`src/rtl/alu_mc.sv`:
```
// alu_mc: multi-cycle ALU with valid/ready handshakes and optional iterative multiply/divide
//   Optional feature macro: ALU_MC_MULDIV_EN enables MUL/DIVU/REMU (BUSY state, counter, iteration datapath).
//   Without it, opcodes 1100-1110 return 0 at single-cycle latency and busy is tied low.
//   Ports:
//     clk       - clock, rising edge
//     rstn      - asynchronous active-low reset
//     in_valid  - operand/opcode valid
//     in_ready  - block can accept an operation (combinational)
//     alu_src1  - operand 1
//     alu_src2  - operand 2 (low SHW bits are the shift amount)
//     alu_func  - opcode
//     out_valid - alu_ans valid
//     out_ready - consumer accepts the result
//     alu_ans   - registered result
//     busy      - iterative multiply/divide in progress
module alu_mc #(
  parameter int WIDTH = 32,
  parameter int SHW = $clog2(WIDTH)
) (
  input  logic             clk,
  input  logic             rstn,
  input  logic             in_valid,
  output logic             in_ready,
  input  logic [WIDTH-1:0] alu_src1,
  input  logic [WIDTH-1:0] alu_src2,
  input  logic [3:0]       alu_func,
  output logic             out_valid,
  input  logic             out_ready,
  output logic [WIDTH-1:0] alu_ans,
  output logic             busy
);
  typedef enum logic [1:0] {IDLE, BUSY, DONE} state_t;
  state_t state;
  logic accept;
  logic [WIDTH-1:0] sc;
  logic [SHW-1:0] sh;
  assign sh = alu_src2[SHW-1:0];
  assign in_ready = state == IDLE || (state == DONE && out_ready);
  assign out_valid = state == DONE;
  assign accept = in_valid && in_ready;
  always_comb begin
    sc = '0;
    case (alu_func)
      4'h0: sc = alu_src1 + alu_src2;
      4'h1: sc = alu_src1 - alu_src2;
      4'h2: sc = {{(WIDTH-1){1'b0}}, alu_src1 == alu_src2};
      4'h3: sc = {{(WIDTH-1){1'b0}}, alu_src1 < alu_src2};
      4'h4: sc = {{(WIDTH-1){1'b0}}, $signed(alu_src1) < $signed(alu_src2)};
      4'h5: sc = alu_src1 & alu_src2;
      4'h6: sc = alu_src1 | alu_src2;
      4'h7: sc = alu_src1 ^ alu_src2;
      4'h8: sc = alu_src1 << sh;
      4'h9: sc = alu_src1 >> sh;
      4'ha: sc = $unsigned($signed(alu_src1) >>> sh);
`ifdef ALU_MC_MULDIV_EN
      // only reached on divide by zero; nonzero divisors take the iterative path
      4'hd: sc = '1;
      4'he: sc = alu_src1;
`endif
      default: sc = '0;
    endcase
  end
`ifdef ALU_MC_MULDIV_EN
  // acc: product accumulator / partial remainder; opb: multiplicand / divisor; q: multiplier / quotient
  logic [WIDTH-1:0] acc, opb, q, acc_n, opb_n, q_n;
  logic [WIDTH:0] r_sh, diff;
  logic [SHW:0] cnt;
  logic is_mul, is_rem, long_op;
  assign long_op = alu_func == 4'hc || ((alu_func == 4'hd || alu_func == 4'he) && alu_src2 != '0);
  assign busy = state == BUSY;
  always_comb begin
    r_sh = {acc, q[WIDTH-1]};
    diff = r_sh - {1'b0, opb};
    acc_n = is_mul ? acc + (q[0] ? opb : '0) : (diff[WIDTH] ? r_sh[WIDTH-1:0] : diff[WIDTH-1:0]);
    opb_n = is_mul ? opb << 1 : opb;
    q_n = is_mul ? q >> 1 : {q[WIDTH-2:0], ~diff[WIDTH]};
  end
`else
  assign busy = 1'b0;
`endif
  always_ff @(posedge clk or negedge rstn) begin
    if (!rstn) begin
      state <= IDLE;
      alu_ans <= '0;
`ifdef ALU_MC_MULDIV_EN
      acc <= '0;
      opb <= '0;
      q <= '0;
      cnt <= '0;
      is_mul <= 1'b0;
      is_rem <= 1'b0;
`endif
    end
`ifdef ALU_MC_MULDIV_EN
    else if (state == BUSY) begin
      acc <= acc_n;
      opb <= opb_n;
      q <= q_n;
      cnt <= cnt - 1'b1;
      // last iteration lands in the same edge that enters DONE
      if (cnt == (SHW+1)'(1)) begin
        state <= DONE;
        alu_ans <= (is_mul || is_rem) ? acc_n : q_n;
      end
    end else if (accept && long_op) begin
      state <= BUSY;
      cnt <= (SHW+1)'(WIDTH);
      acc <= '0;
      is_mul <= alu_func == 4'hc;
      is_rem <= alu_func == 4'he;
      opb <= alu_func == 4'hc ? alu_src1 : alu_src2;
      q <= alu_func == 4'hc ? alu_src2 : alu_src1;
    end
`endif
    else if (accept) begin
      state <= DONE;
      alu_ans <= sc;
    end else if (state == DONE && out_ready) begin
      state <= IDLE;
    end
  end
endmodule

```
`config.mk`:
```
export PLATFORM = sky130hd
export DESIGN_NAME = alu_mc
export DESIGN_NICKNAME = d
export VERILOG_FILES = /design/src/rtl/alu_mc.sv
export SDC_FILE = /design/constraint.sdc
export NUM_CORES = 1
export LEC_CHECK = 0
export ABC_AREA = 1
export CELL_PAD_IN_SITES_DETAIL_PLACEMENT = 1
export CELL_PAD_IN_SITES_GLOBAL_PLACEMENT = 1
export CORE_MARGIN = 2
export CORE_UTILIZATION = 43
export DETAILED_ROUTE_END_ITERATION = 12
export PLACE_DENSITY = 0.86
export SLEW_MARGIN = 20
export SYNTH_ARGS = -nofsm -noshare
export SYNTH_HDL_FRONTEND = slang
export SYNTH_SLANG_ARGS = --single-unit
```
`constraint.sdc`:
```
create_clock -name clk -period 2.58 [get_ports clk]
set_input_delay 0.258 -clock clk [delete_from_list [all_inputs] [get_ports clk]]
set_output_delay 0.258 -clock clk [all_outputs]
set_load 0.01 [all_outputs]
```
==> results of run 1 <==
cell usage after synthesis, drive strengths merged (9+ instances only):
master | instances | area share (%)
a21oi | 94 | 4.0
and2 | 9 | 0.48
buf | 84 | 4.1
clkbuf | 17 | 0.58
dfrtp | 33 | 7.1
ha | 97 | 10
inv | 341 | 11
nand2 | 890 | 29
nand3 | 402 | 17
nand4 | 38 | 2.0
nor2 | 171 | 5.9
nor3 | 26 | 1.3
o211ai | 13 | 0.84
o21ai | 59 | 2.5
o22ai | 14 | 0.75
cell families after synthesis:
family / Yosys count / synth area share [%]
AND/OR/NAND/NOR: 1542 / 56.4
buffers and inverters: 442 / 15.7
AO/OA/AOI/OAI: 200 / 9.53
adder cells (fa/ha/maj): 99 / 10.8
flip-flops: 33 / 7.10
XOR/XNOR: 6 / 0.452
other: 1 / 0.0323
repair_timing:
action                                  CTS
buffers inserted                          2
endpoints found under the setup margin   30
resized for setup                        88
pin swaps                                 3
stage by stage:
step                      area [µm²]  hold WS, ns
after floorplan                11600      -0.0376
after global placement         15700        0.464
after detailed placement       15700        0.478
after CTS                      16200        0.424
metal layers:
| metal | GRT usage [%] | GRT overflow |
|---|---|---|
| met4 | 80.3 | 26 |
| met5 | 43.5 | 0 |
| met2 | 94.5 | 25 |
| met1 | 77.5 | 2 |
| met3 | 65.9 | 0 |
==> flow_summary.yaml, run 1 <==
global_routing:
  grt_pass1_vias: 25000
  grt.total_usage_pct: 79.2
  grt_pass1_wl_um: 166000
  overflow: 53
  grt_max_degree: 68
clocking:
  cts_hold_buffers: 0
  root_buffer: "clkbuf_16"
  cts_sinks: 33
  clockBufferDepth: 2
  cts_buffers: 5
  htreeDepth: 2
status:
  status: "stopped before the end"
  error_message: "[ERROR GRT-0116] Global routing finished with congestion. Check the congestion regions in the DRC Viewer."
  lastStage: "global routing"
place:
  dp.cells: 3073
  gp_congestion: 1.08
  io_buffers: 105
  pre_cts_slack_ns: -0.523
  dp_hpwl_um: 63600
logic_synthesis:
  synthDistinctLibCells: 40
  synth-warning-count: 0
  syn_inst: 2323
  avgSynthCellArea_um2: 5.00
  yosysSeqAreaShare_pct: 7.10
  synthArstFlopShare_pct: 100
  synth_edf_count: 0
  synth_ff_type: "dfrtp_1"
  synth_area_mm2: 0.0116
  synth.ff_latch_count: 33
  syn_nets: 2494
floorplan:
  die_x_um: 168
  start_util_pct: 43.5
  io_pins: 107
  num_rows: 60
  die_height_um: 168
==> run 2, diff against run 1 <==
==> config.mk (replaced) <==
export PLATFORM = sky130hd
export DESIGN_NAME = alu_mc
export DESIGN_NICKNAME = d
export VERILOG_FILES = /design/src/rtl/alu_mc.sv
export SDC_FILE = /design/constraint.sdc
export NUM_CORES = 1
export LEC_CHECK = 0
export ABC_AREA = 1
export CORE_MARGIN = 2
export CORE_UTILIZATION = 30
export DETAILED_ROUTE_END_ITERATION = 12
export PLACE_DENSITY_LB_ADDON = 0.15
export SLEW_MARGIN = 20
export SYNTH_ARGS = -nofsm -noshare
export SYNTH_HDL_FRONTEND = slang
export SYNTH_SLANG_ARGS = --single-unit
==> run 2 against run 1 <==
The flow now finishes without violations. Area after synthesis unchanged. Synthesized cell count unchanged.
==> flow_summary.yaml, run 2 <==
status:
  status: "completed"
power_and_ir_drop:
  sequentialPowerShare_pct: 13.7
  cell_internal_pwr_w: 0.00244
  swShare_pct: 50.0
  power_frac_clock_pct: 13.0
  p_per_area_mw_per_mm2: 287
  netSwitchingPower_w: 0.00244
  peakVddDrop_mv: 0.229
  combPwrFrac_pct: 73.3
  leakage_nw: 9.69
finish:
  final_cell_mix: "nand2_1 (865), buf_4 (464), nand3_1 (396)"
  top_register: "alu_ans"
  nets: 2977
  antenna_cells: 0
  layout_commonest_cell: "nand2_1"
  largest_register_ff_count: 32
  nFillCells: 4424
  fin_cells: 3325
  area_growth_syn_to_layout_pct: 46.3
  reg_top3: "alu_ans x32, state x1"
  drive_gt1_share_pct: 21.3
  regArea_um2: 826
  multi_input_area_mm2: 0.00941
worst_setup_path:
  cp_data_arrival_time_ns: 2.69
  cp_max_fo: 5
  worstReg2RegStart: "state[1]"
  crit_chain: "clkdlybuf4s50_1 > inv_1 > ha_4 > buf_4 > nand2_1 > nor2_4 > nand3_1 > nand3b_1 > nand2_1 > nand3_1 > nand2_1 > nand3_1 > nand3_1 > nand2_1 > nand2_1"
  crit_path_frequent_cell: "nand2_1"
  r2r_cells: 7
  max_stage_delay_ns: 0.48
  crit_path_top_delay_cell: "clkdlybuf4s50_1"
  worstSetupPathType: "input port to register"
  rrSetupSlack_ns: 1.20
  crit_required_ns: 2.76
  reg2reg_to: "alu_ans[8]"
  crit_path_start_kind: "input port"
  end_kind: "register"
place:
  dp_hpwl_um: 58700
  io_buffers: 105
  dp.cells: 3316
  gp_congestion: 1.01
logic_synthesis:
  synth_ff_type: "dfrtp_1"
  yosys-top-cells-area: "nand2_1 (28%), nand3_1 (17%), inv_1 (11%)"
  syn_inst: 2323
  synth_edf_count: 0
  synth_top_cell_by_area: "nand2_1"
  synth-warning-count: 0
  synthArstFlopShare_pct: 100
  synth_area_mm2: 0.0116
  yosysSeqAreaShare_pct: 7.10
  synth_top_area_share_pct: 28.4
  avgSynthCellArea_um2: 5.00
  ys_top_cells_by_count: "nand2_1 (878), nand3_1 (402), inv_1 (331), nor2_1 (158), ha_1 (97)"
  synthDistinctLibCells: 40
  syn_nets: 2494
  synth.ff_latch_count: 33
  synthMostInstantiatedCell: "nand2_1"
clocking:
  clkTransAtPathRegs_ns: 0.07
  cts_buffers: 5
  clockBufferDepth: 2
  cts_tree: "built"
  htreeDepth: 2
  root_buffer: "clkbuf_16"
  cts_sinks: 33
  clk_latency_ns: 0.29
floorplan:
  io_pins: 107
  die_x_um: 201
  die_height_um: 201
  die_area_mm2: 0.0403
  num_rows: 72
  core_mm2: 0.0385
  start_util_pct: 30.2
drt:
  vias: 17300
  drt_drc_violations_left: 0
  drtAntennaViolNets: 0
  wl_um: 68800
  wl_per_cell_um: 20.7
  drtIter0Drc: 1447
  dr.pass1.iters: 6
  viasPerCell: 5.20
global_routing:
  grt_pass1_wl_um: 102000
  grt_pass1_vias: 16800
  overflow: 0
  grt_max_degree: 68
  grt.total_usage_pct: 33.3
  antenna_found_initial: 0
timing:
  slew_headroom_pct: 66.1
  fin_crit_sh_pct: 97.6
  fmax_mhz: 397
  hold_violations: 0
  tightest_slew_ns: 0.504
  rsz0062_at_grt: "true"
  fin_skew_ns: 0.0123
  period_minus_slack_ns: 2.52
  finalSetupViolCount: 0
  tns_ns: 0
  slew_viol_final: 0
job:
  cap_violations: 0
hold_path:
  min_path_type: "input port to asynchronous set/reset pin"
[run 2: worst max-delay path by stage]
stage	start	end	slack, ns	depth (start not counted)
global route	alu_src1[0]	alu_ans[10]	-0.03	16
floorplan	alu_src2[4]	alu_ans[0]	0.16	19
detailed placement	alu_src1[11]	alu_ans[31]	-0.57	17
finish	alu_src1[7]	alu_ans[25]	0.06	15
CTS	alu_src2[19]	alu_ans[21]	0.002	15
global placement	alu_src1[5]	alu_ans[25]	-0.50	15
[run 2: what timing repair did]
item | in CTS | in global routing
setup buffers | 0 | 1
hold buffers | 0 | 0
resized for setup | 41 | 79
pin swaps | 1 | 5
endpoints found under the setup margin | 23 | 31
[run 2: logic make-up (layout without fill, tap and decap cells)]
kind of cell,Yosys count,count (layout),synth area share (%)
and+or+nand+nor,1542,1542,56.4
buffers and inverters,442,926,15.7
AOI/OAI and AO/OA,200,200,9.53
adders and majority gates,99,99,10.8
DFF,33,33,7.10
xor gates and xnor gates,6,6,0.452
other,1,1,0.0323
[run 2: per-layer routing]
| layer | GRT usage [%] | wire [µm] | up-vias |
|---|---|---|---|
| met5 | 0 | 0 | - |
| met4 | 14.2 | 3340 | 0 |
| met3 | 2.87 | 4940 | 136 |
| met2 | 55.1 | 31100 | 710 |
| met1 | 44.4 | 29500 | 8109 |
| li1 | - | - | 8344 |
[run 2: critical path: cells and delay by family]
kind / cells / cell delay [ns]
adder cells (fa/ha/maj): 1 / 0.32
buffers and inverters: 3 / 0.73
AND/OR/NAND/NOR: 11 / 1.37
[run 2: cell type report]
cell class                      count  share of cell area (%)
Sequential cell                    33                    4.86
Tap cell                          518                    3.81
Clock buffer                        6                   0.758
Inverter                          341                    7.54
Timing Repair Buffer              577                    27.6
Clock inverter                      2                  0.0589
Multi-Input combinational cell   1848                    55.3
[run 2: power groups by stage]
stage                     clock network [W]  registers (W)  logic, W
after floorplan                           0       0.000690   0.00155
after global placement                    0       0.000677   0.00339
after CTS                          0.000639       0.000669   0.00344
after global routing               0.000655       0.000677   0.00387
final                              0.000635       0.000668   0.00358
after detailed placement                  0       0.000677   0.00339
[run 2: through the flow]
stage                     hold slack [ns]  total power, W  worst slack [ns]  util [%]  area (µm²)
final                               0.395         0.00489            0.0616      44.2       17000
after global routing                0.443         0.00520           -0.0293      44.2       17000
after CTS                           0.427         0.00475           0.00218      43.3       16700
after detailed placement            0.465         0.00407            -0.565      42.6       16400
after global placement              0.467         0.00407            -0.496      42.6       16400
after floorplan                   -0.0376         0.00224             0.157         -       11600
Power figures use the tool's default switching activity.
